$ cat src/rtl/bsg_wormhole_router_adapter_out_pkg.sv
// Shared definitions for the wormhole adapters.
// Holds the default link and packet widths, the flit-count formula, the
// packet layout {payload, len, cord} for the default widths, and the
// receive-adapter state encoding.
package bsg_wormhole_router_adapter_out_pkg;

   localparam int flit_width_gp        = 8;
   localparam int max_payload_width_gp = 17;
   localparam int cord_width_gp        = 4;
   localparam int len_width_gp         = 2;

   // Integer ceiling division, used to size a packet in flits.
   function automatic int ceil_div(input int num, input int den);
      return (num + den - 1) / den;
   endfunction

   localparam int max_packet_width_gp =
      max_payload_width_gp + len_width_gp + cord_width_gp;
   localparam int max_num_flit_gp = ceil_div(max_packet_width_gp, flit_width_gp);

   // Packet as seen by the endpoint: cord sits at the LSBs.
   typedef struct packed {
      logic [max_payload_width_gp-1:0] payload;
      logic [len_width_gp-1:0]         len;
      logic [cord_width_gp-1:0]        cord;
   } wormhole_packet_s;

   typedef enum logic [0:0] {
      e_recv = 1'b0,
      e_send = 1'b1
   } adapter_state_e;

endpackage

$ cat src/rtl/bsg_wormhole_router_adapter_out_counter.sv
// Flit slot counter for the receive adapter.
// Ports:
//   clk_i    - clock
//   reset_i  - synchronous active-high reset (count returns to 0)
//   clear_i  - return count to 0 (takes priority over up_i)
//   up_i     - increment count; holds once max_val_p is reached
//   count_o  - current count
module bsg_wormhole_router_adapter_out_counter #(
   parameter int width_p   = 2,
   parameter int max_val_p = 2
) (
   input  logic               clk_i,
   input  logic               reset_i,
   input  logic               clear_i,
   input  logic               up_i,
   output logic [width_p-1:0] count_o
);

   logic [width_p-1:0] count_reg;

   // Saturating so an over-long len cannot walk the write pointer past the
   // last buffer slot.
   always_ff @(posedge clk_i) begin
      if (reset_i || clear_i) begin
         count_reg <= '0;
      end else if (up_i && (count_reg != width_p'(max_val_p))) begin
         count_reg <= count_reg + 1'b1;
      end
   end

   assign count_o = count_reg;

endmodule

$ cat src/rtl/bsg_wormhole_router_adapter_out.sv
// Receive-side wormhole adapter: collects flits from a ready_and link and
// presents the reassembled packet {payload, len, cord} on a valid/yumi port.
// Ports:
//   clk_i    - clock
//   reset_i  - synchronous active-high reset
//   link_i   - {v, ready_and_rev (unused), data} from the router egress
//   link_o   - {v=0, ready_and_rev, data=0} back to the router
//   packet_o - reassembled packet, flit k at bits [k*flit_width_p +: flit_width_p]
//   v_o      - packet_o valid
//   yumi_i   - consumer takes the packet this cycle
module bsg_wormhole_router_adapter_out
   import bsg_wormhole_router_adapter_out_pkg::*;
#(
   parameter int flit_width_p        = flit_width_gp,
   parameter int max_payload_width_p = max_payload_width_gp,
   parameter int cord_width_p        = cord_width_gp,
   parameter int len_width_p         = len_width_gp,
   localparam int max_packet_width_lp = max_payload_width_p + len_width_p + cord_width_p,
   localparam int max_num_flit_lp     = ceil_div(max_packet_width_lp, flit_width_p)
) (
   input  logic                           clk_i,
   input  logic                           reset_i,
   input  logic [flit_width_p+1:0]        link_i,
   output logic [flit_width_p+1:0]        link_o,
   output logic [max_packet_width_lp-1:0] packet_o,
   output logic                           v_o,
   input  logic                           yumi_i
);

   localparam int cnt_width_lp = (max_num_flit_lp > 1) ? $clog2(max_num_flit_lp) : 1;
   localparam int cmp_width_lp = (cnt_width_lp > len_width_p) ? cnt_width_lp : len_width_p;

   // The header flit must carry both len and cord.
   if (len_width_p + cord_width_p > flit_width_p) begin : g_hdr_check
      $error("len_width_p + cord_width_p exceeds flit_width_p");
   end

   adapter_state_e state_reg;
   logic [cnt_width_lp-1:0] cnt;
   logic [len_width_p-1:0]  len_reg;
   logic [len_width_p-1:0]  hdr_len;
   logic [len_width_p-1:0]  eff_len;
   logic [flit_width_p-1:0] link_data;
   logic [max_packet_width_lp-1:0] packet_buf;
   logic link_v;
   logic ready_and;
   logic accept;
   logic last;
   logic consume;
   logic unused_ready_and_rev;

   assign link_v               = link_i[flit_width_p+1];
   assign unused_ready_and_rev = link_i[flit_width_p];
   assign link_data            = link_i[flit_width_p-1:0];

   assign ready_and = (state_reg == e_recv) && !reset_i;
   assign accept    = link_v && ready_and;
   assign consume   = (state_reg == e_send) && yumi_i;

   // On the header beat len_reg is not loaded yet, so use the len field of
   // the incoming flit directly; this lets a single-flit packet finish at once.
   assign hdr_len = link_data[cord_width_p +: len_width_p];
   assign eff_len = (cnt == '0) ? hdr_len : len_reg;
   assign last    = accept && (cmp_width_lp'(eff_len) == cmp_width_lp'(cnt));

   always_ff @(posedge clk_i) begin
      if (reset_i) begin
         state_reg <= e_recv;
         len_reg   <= '0;
      end else begin
         if (accept && (cnt == '0)) begin
            len_reg <= hdr_len;
         end
         case (state_reg)
            e_recv:  if (last)   state_reg <= e_send;
            e_send:  if (yumi_i) state_reg <= e_recv;
            default:             state_reg <= e_recv;
         endcase
      end
   end

   bsg_wormhole_router_adapter_out_counter #(
      .width_p  (cnt_width_lp),
      .max_val_p(max_num_flit_lp - 1)
   ) cnt_inst (
      .clk_i  (clk_i),
      .reset_i(reset_i),
      .clear_i(last),
      .up_i   (accept && !last),
      .count_o(cnt)
   );

   // One register slice per flit slot, written when cnt selects it. The top
   // slice is trimmed to the bits that actually belong to the packet. All
   // slices clear when a packet is taken so short packets read zero above
   // their last flit.
   for (genvar gi = 0; gi < max_num_flit_lp; gi++) begin : g_slice
      localparam int lo_lp = gi * flit_width_p;
      localparam int w_lp  = (max_packet_width_lp - lo_lp < flit_width_p)
                           ? (max_packet_width_lp - lo_lp) : flit_width_p;

      logic [w_lp-1:0] slice_reg;
      logic            we;

      assign we = accept && (cnt == cnt_width_lp'(gi));

      always_ff @(posedge clk_i) begin
         if (reset_i || consume) begin
            slice_reg <= '0;
         end else if (we) begin
            slice_reg <= link_data[w_lp-1:0];
         end
      end

      assign packet_buf[lo_lp +: w_lp] = slice_reg;
   end

   assign v_o      = (state_reg == e_send) && !reset_i;
   assign packet_o = reset_i ? '0 : packet_buf;
   assign link_o   = {1'b0, ready_and, {flit_width_p{1'b0}}};

   a_yumi_needs_v: assert property (@(posedge clk_i) disable iff (reset_i)
      yumi_i |-> v_o);

   a_len_in_range: assert property (@(posedge clk_i) disable iff (reset_i)
      (accept && (cnt == '0)) |-> (int'(hdr_len) <= max_num_flit_lp - 1));

endmodule

$ cat config.mk
export PLATFORM = sky130hd
export DESIGN_NAME = bsg_wormhole_router_adapter_out
export DESIGN_NICKNAME = d
export VERILOG_FILES = /design/src/rtl/bsg_wormhole_router_adapter_out_pkg.sv /design/src/rtl/bsg_wormhole_router_adapter_out_counter.sv /design/src/rtl/bsg_wormhole_router_adapter_out.sv
export SDC_FILE = /design/constraint.sdc
export NUM_CORES = 1
export LEC_CHECK = 0
export CORE_MARGIN = 2
export CORE_UTILIZATION = 37
export CTS_BUF_LIST = sky130_fd_sc_hd__clkbuf_8
export DETAILED_ROUTE_END_ITERATION = 8
export DONT_BUFFER_PORTS = 1
export HOLD_SLACK_MARGIN = 0.02
export PLACE_DENSITY = 0.58
export SLEW_MARGIN = 20
export SYNTH_ARGS = -nofsm -noshare
export SYNTH_HDL_FRONTEND = slang
export SYNTH_SLANG_ARGS = --single-unit
$ cat constraint.sdc
create_clock -name clk_i -period 2.67 [get_ports clk_i]
set_input_delay 0.4005 -clock clk_i [delete_from_list [all_inputs] [get_ports clk_i]]
set_output_delay 0.4005 -clock clk_i [all_outputs]
set_load 0.05 [all_outputs]
Word level (Yosys, flattened, before mapping):

Cells that the tools add are included.

* input bits: 13
* word-level logic and storage cells: 32
* output and inout bits: 34
* register bits: 28

* reductions and logical operators: 15
* add/sub/neg operators: 1
* equality and inequality tests: 4
* bitwise logic cells: 1
* mux-type cells: 5

Operator list (count)
* $mux 23: 1
* $logic_and 1x1->1: 10
* $add 2x1->2 const B: 1
* $eq 2x1->1 const B: 1
* $eq 2x2->1: 1
* $eq 2x2->1 const B: 1
* $logic_not 1->1: 2
* $logic_not 2->1: 1
* $logic_or 1x1->1: 2
* $mux 1: 2
* $mux 2: 1
* $ne 2x2->1 const B: 1
* $pmux 1 s2: 1
* $not 1->1: 1

Depth between registers and ports, before layout:

Gate-level depths: netlist of run 1.

* depth after elaboration: 7
* depth in mapped cells: 6
* mapped depth without buffers: 6

Modules after synthesis:

A second synthesis of run 1 with hierarchy kept.

* cell total of the unflattened synthesis: 161
* area, all modules: 1347.5 µm²

By module, submodules not included
* bsg_wormhole_router_adapter_out: seq. area each 520.5 µm², times used 1, area each 1242.4 µm², cells each 152
* bsg_wormhole_router_adapter_out_counter: seq. area each 40.0 µm², times used 1, area each 105.1 µm², cells each 9

Least setup slack after synthesis of run 1:

No wires, ideal clock.

* path type: input port to output port
* start point: input reset_i
* end point: output packet_o[0]
* buffers on the path: 1
* cell stages on the path: 2
* data required time: 2.270 ns
* setup slack: 0.972 ns
* arrival: 1.298 ns
* cells stage by stage: clkbuf_1 nor2b_1

* longest elaborated chain between the ends: 1

Ends and longest elaborated chain
* start: declaration: RTL line bsg_wormhole_router_adapter_out.sv:22 `input logic reset_i,`
* $mux 23: RTL line bsg_wormhole_router_adapter_out.sv:119 `assign packet_o = reset_i ? '0 : packet_buf;`
* end: declaration: RTL line bsg_wormhole_router_adapter_out.sv:25 `output logic [max_packet_width_lp-1:0] packet_o,`

No other way between the ends.

Final worst setup path of run 1:

* start point: register state_reg
* end point: output v_o

* longest elaborated chain between the ends: 1

Ends and longest elaborated chain
* start: declaration: RTL line bsg_wormhole_router_adapter_out.sv:38 `adapter_state_e state_reg;`
* start signal: assignment: RTL line bsg_wormhole_router_adapter_out.sv:68 `state_reg <= e_recv;`
* start signal: assignment: RTL line bsg_wormhole_router_adapter_out.sv:75 `e_recv: if (last) state_reg <= e_send;`
* start signal: assignment: RTL line bsg_wormhole_router_adapter_out.sv:76 `e_send: if (yumi_i) state_reg <= e_recv;`
* $logic_and 1x1->1: RTL line bsg_wormhole_router_adapter_out.sv:118 `assign v_o = (state_reg == e_send) && !reset_i;`
* end: declaration: RTL line bsg_wormhole_router_adapter_out.sv:26 `output logic v_o,`

No other way between the ends.

==> results.py, run 1 <==
metrics = {
    "layout": {
        "fill_cells": 371,
        "area_growth_pct": 16.7,
        "diodes": 0,
        "largest_register_ffs": 23,
        "final_cell_mix": "nand2_1, dfxtp_1, a21oi_1",
        "layout_commonest_cell": "nand2_1",
        "stdcell_count": 244,
        "final_nets": 213,
        "drive_gt1_share_pct": 14.8,
        "fin_util_pct": 43.9,
    },
    "critical_path": {
        "crit_path_end_kind": "output port",
        "arrival_ps": 1190,
        "worstPathMaxFanout": 6,
        "cp_data_required_time_ps": 2270,
        "r2r_cells": 6,
        "critPathLaunchType": "register",
        "crit_type": "reg -> out",
    },
    "clock_network": {
        "clockBufferDepth": 2,
        "htree_levels": 1,
        "cts-resized-gates": 0,
        "clk_latency_ps": 280,
        "tritoncts": "done",
        "hold_buffers": 0,
        "cts_post_setup_buffers_inserted": 0,
        "cts.sinks": 28,
        "clkSlewWorstSetupHoldPaths_ps": 90,
        "cts_buffers": 3,
        "root_buffer": "clkbuf_8",
    },
    "detailed_routing": {
        "vias": 1099,
        "drc": 0,
        "vias_per_cell": 4.50,
        "drt.antenna.violating_nets": 0,
        "wl_per_cell_microns": 11.5,
        "drt_wl_total_microns": 2820,
        "drt_iter0_drc": 56,
        "first_pass_iters": 4,
    },
    "worst_hold_path": {
        "holdPathStages": 1,
        "hp-class": "in -> reg",
    },
    "grt": {
        "grt_max_degree": 33,
        "met1_usage_pct": 17.3,
        "busiest_layer": "met2",
        "antenna_found_initial": 0,
        "grt_pass1_wl_microns": 4610,
        "met3_usage_pct": 2.43,
        "grt_overflow": 0,
        "grt_use_total_pct": 14.2,
        "grt_pass1_vias": 1017,
        "grtUsageMet2_pct": 24.0,
    },
    "sta": {
        "clock.fmax_mhz": 627,
        "finalHoldViolCount": 0,
        "tns_ps": 0,
        "setup_viol": 0,
        "tightest_slew_ps": 700,
        "period_minus_slack_ps": 1590,
        "period_share_pct": 59.7,
        "worst_clock_skew_ps": 11.8,
        "maxSlewViolCount": 0,
        "relSlewSlack_pct": 53.3,
        "rsz0062_at_grt": "false",
    },
    "placement": {
        "place_congestion": 0.833,
        "dp_hpwl_microns": 2050,
        "post-place-cells": 240,
        "io_buffers": 0,
    },
    "run_status": {
        "status": "finished, final reports clean",
    },
    "die": {
        "design.die.area_sq_mm": 0.00417,
        "row_count": 22,
        "die_w_microns": 64.6,
        "start_util_pct": 37.6,
        "die_h_microns": 64.6,
        "top_level_ports": 47,
        "design.core.area_sq_mm": 0.00361,
    },
    "power": {
        "peakVddDrop_v": 0.000223,
        "power.density_mw_per_mm2": 572,
        "power_leakage_nw": 0.634,
    },
    "synthesis": {
        "syn_inst": 178,
        "yosys_warnings": 0,
        "syn_area_per_cell_sq_um": 7.63,
        "ys_seq_elements": 28,
        "ys_seq_area_share_pct": 41.3,
        "ys_types": 22,
        "syn_area_sq_mm": 0.00136,
    },
    "run": {
        "max_cap_viol_count": 0,
    },
}
[per-stage QoR]
| step | worst slack (ps) | area, sq um | total power [mW] | hold WS (ps) |
|---|---|---|---|---|
| 6_report | 1080 | 1580 | 0.905 | 186 |
| 5_1_grt | 947 | 1580 | 0.932 | 179 |
| 4_1_cts | 1070 | 1580 | 0.911 | 177 |
| 3_5_place_dp | 1140 | 1510 | 0.576 | 442 |
| 3_3_place_gp | 1220 | 1510 | 0.573 | 440 |
| 2_1_floorplan | 972 | 1390 | 0.574 | 432 |
[final timing paths]
kind	start	end	slack [ps]
setup / recovery	state_reg	v_o	1080
hold / removal	reset_i	len_reg[1]	190
setup reg to reg	cnt_inst.count_o[0]	cnt_inst.count_o[1]	1100
hold reg to reg	len_reg[1]	len_reg[1]	450
[cell type report]
type                            instances  area (sq um)  share of cell area (%)
Tap cell                               48          60.1                    3.79
Multi-Input combinational cell        136           697                    44.0
Sequential cell                        28           561                    35.4
Clock inverter                          1          30.0                    1.90
Inverter                                4          15.0                   0.948
Timing Repair Buffer                   24           180                    11.4
Clock buffer                            3          41.3                    2.61
[critical path, cell delays in order (launching register included)]
cell and delay [ps]:
dfxtp_1 470, nand2b_1 120, inv_1 330
[metal layers]
metal | vias to the layer above | wire length (microns)
met1 | 489 | 1310
met5 | - | 0
met4 | 0 | 23
li1 | 581 | -
met3 | 2 | 117
met2 | 27 | 1360
[cells by family (layout without fill, tap and decap cells)]
| family | count (synthesis) | in the layout | share of synthesized area (%) |
|---|---|---|---|
| flip-flops | 28 | 28 | 41.3 |
| buffers and inverters | 22 | 32 | 9.59 |
| other | 1 | 9 | 0.276 |
| AO/OA/AOI/OAI | 33 | 33 | 13.2 |
| AND/OR/NAND/NOR | 87 | 87 | 30.1 |
| multiplexers | 2 | 2 | 1.47 |
| XOR/XNOR | 2 | 2 | 1.29 |
| adder cells (fa/ha/maj) | 3 | 3 | 2.77 |
[where the power goes]
| group | switching, mW | internal, mW | total, mW |
|---|---|---|---|
| registers | 0.00954 | 0.431 | 0.440 |
| clock network | 0.138 | 0.201 | 0.339 |
| logic | 0.0932 | 0.0333 | 0.126 |
[synth_stat cells (all sizes together)]
cell / n / area share [%]
a21o: 1 / 0.55
a21oi: 27 / 10
and2: 3 / 1.4
buf: 16 / 7.9
clkbuf: 2 / 0.55
conb: 1 / 0.28
dfxtp: 28 / 41
ha: 3 / 2.8
inv: 4 / 1.1
mux2i: 2 / 1.5
nand2: 57 / 16
nand2b: 1 / 0.46
nor2: 2 / 0.55
nor2b: 23 / 11
nor3b: 1 / 1.4
o21ai: 2 / 0.74
o2bb2ai: 1 / 0.65
o32ai: 1 / 0.65
o41ai: 1 / 0.65
xnor2: 2 / 1.3
Note: power is estimated with default switching activity, not from simulation.
==> run 2: changes to the inputs <==
Settings changed: PLACE_DENSITY 0.58 to 0.6.
Clock period 2.67 ns to 1.45 ns, I/O delays scaled along.
==> results.py, run 2 (synthesis results as in run 1) <==
metrics = {
    "die": {
        "start_util_pct": 37.6,
        "die_w_microns": 64.6,
        "design.core.area_sq_mm": 0.00361,
        "design.die.area_sq_mm": 0.00417,
        "row_count": 22,
        "top_level_ports": 47,
        "die_h_microns": 64.6,
    },
    "sta": {
        "rsz0062_at_grt": "false",
        "period_share_pct": 92.5,
        "worst_clock_skew_ps": 2.58,
        "holdWs_ps": 66.3,
        "finalHoldViolCount": 0,
        "clock.fmax_mhz": 745,
        "maxSlewViolCount": 0,
        "setup_viol": 0,
        "period_minus_slack_ps": 1340,
        "tns_ps": 0,
    },
    "detailed_routing": {
        "drt_wl_total_microns": 2950,
        "drc": 0,
        "drt_iter0_drc": 37,
        "vias": 1140,
        "drt.antenna.violating_nets": 0,
        "first_pass_iters": 4,
        "vias_per_cell": 4.58,
        "wl_per_cell_microns": 11.9,
    },
    "critical_path": {
        "cp_slowest_cell": "dfxtp_1",
        "critPathBufInv": 1,
        "crit_chain": "nand2b_1 > clkinvlp_4",
        "cp.depth": 2,
        "critPathCapture": "v_o",
        "cp_data_required_time_ps": 1230,
        "r2r_slack_ps": 110,
        "cp_top_family": "flip-flops",
        "critPathLaunchType": "register",
        "arrival_ps": 1120,
        "r2r_end": "cnt_inst.count_o[0]",
        "crit_type": "reg -> out",
        "reg2reg_from": "cnt_inst.count_o[1]",
        "crit_path_end_kind": "output port",
        "worstPathMaxFanout": 6,
        "r2r_cells": 6,
        "max_stage_delay_ps": 470,
        "cp-startpoint": "state_reg",
    },
    "power": {
        "power_frac_clock_pct": 36.8,
        "swShare_pct": 26.6,
        "intPower_mw": 1.24,
        "pwr-share-seq_pct": 47.9,
        "power.density_mw_per_mm2": 1020,
        "power.net_switching_mw": 0.448,
        "peakVddDrop_v": 0.000435,
        "power_leakage_nw": 0.650,
        "total_power_mw": 1.69,
        "p_comb_share_pct": 15.3,
    },
    "clock_network": {
        "cts.sinks": 28,
        "cts_post_setup_buffers_inserted": 0,
        "root_buffer": "clkbuf_8",
        "tritoncts": "done",
        "cts_buffers": 3,
        "clkSlewWorstSetupHoldPaths_ps": 100,
        "htree_levels": 1,
        "clk_latency_ps": 270,
        "clockBufferDepth": 2,
    },
    "grt": {
        "grt_pass1_vias": 986,
        "met1_usage_pct": 21.3,
        "grt_max_degree": 30,
        "grt_use_total_pct": 14.8,
        "grtUsageMet2_pct": 22.9,
        "met3_usage_pct": 1.91,
        "busiest_layer": "met2",
        "grt_overflow": 0,
        "grt_pass1_wl_microns": 4890,
        "antenna_found_initial": 0,
    },
    "layout": {
        "fill_cells": 386,
        "diodes": 0,
        "largest_register_ffs": 23,
        "final_cell_mix": "nand2_1, dfxtp_1, a21oi_1, buf_4, nor2b_1",
        "fin_util_pct": 45.7,
        "drive_gt1_share_pct": 19.4,
        "stdcell_area_sq_mm": 0.00165,
        "layout_commonest_cell": "nand2_1",
        "final_nets": 218,
        "area_growth_pct": 21.5,
    },
    "run": {
        "max_cap_viol_count": 0,
    },
    "placement": {
        "io_buffers": 0,
        "dp_hpwl_microns": 1980,
        "place_congestion": 0.761,
        "dpl_cell_area_sq_mm": 0.00154,
    },
    "worst_hold_path": {
        "hp-class": "in -> reg",
    },
    "run_status": {
        "status": "finished, final reports clean",
    },
}
-- run 2: how the worst min path moves through the flow --
| stage | start | end | slack [ps] | cells after the start |
|---|---|---|---|---|
| floorplan | yumi_i | state_reg | 320 | 1 |
| global placement | reset_i | len_reg[1] | 290 | 1 |
| detailed placement | reset_i | len_reg[1] | 290 | 1 |
| CTS | link_i[1] | g_slice[2].slice_reg[1] | 60 | 2 |
| global route | link_i[2] | g_slice[1].slice_reg[2] | 40 | 2 |
| finish | link_i[4] | g_slice[1].slice_reg[4] | 70 | 2 |
-- run 2: area by class of cell --
class / instances / area (sq um) / share of cell area (%)
multi-input combinational: 136 / 716 / 43.4
sequential: 28 / 561 / 34.0
timing repair buffer: 29 / 223 / 13.5
tap: 48 / 60.1 / 3.64
clock buffer: 3 / 41.3 / 2.50
clock inverter: 1 / 30.0 / 1.82
inverter: 4 / 18.8 / 1.14
-- run 2: timing repair --
item / CTS / global route
gates resized for setup: 0 / 9
hold buffers: 2 / 0
endpoints found under the hold margin: 5 / 0
setup endpoints to repair: 0 / 15
-- run 2: stage by stage --
stage	cells	worst slack, ps
after floorplan	186	106
after global placement	243	80.2
after detailed placement	243	85.4
after CTS	249	35.2
after global routing	249	6.93
final	249	108
-- run 2: per-layer routing --
layer	wire length, microns	up-vias
met2	1380	33
met4	27	0
met5	0	-
met1	1420	505
met3	124	2
li1	-	600
-- run 2: power by group through the flow --
stage | clock [mW] | combinational (mW) | sequential (mW)
2_1_floorplan | 0 | 0.232 | 0.824
3_3_place_gp | 0 | 0.241 | 0.825
3_5_place_dp | 0 | 0.241 | 0.825
4_1_cts | 0.639 | 0.249 | 0.808
5_1_grt | 0.679 | 0.276 | 0.813
6_report | 0.621 | 0.258 | 0.808
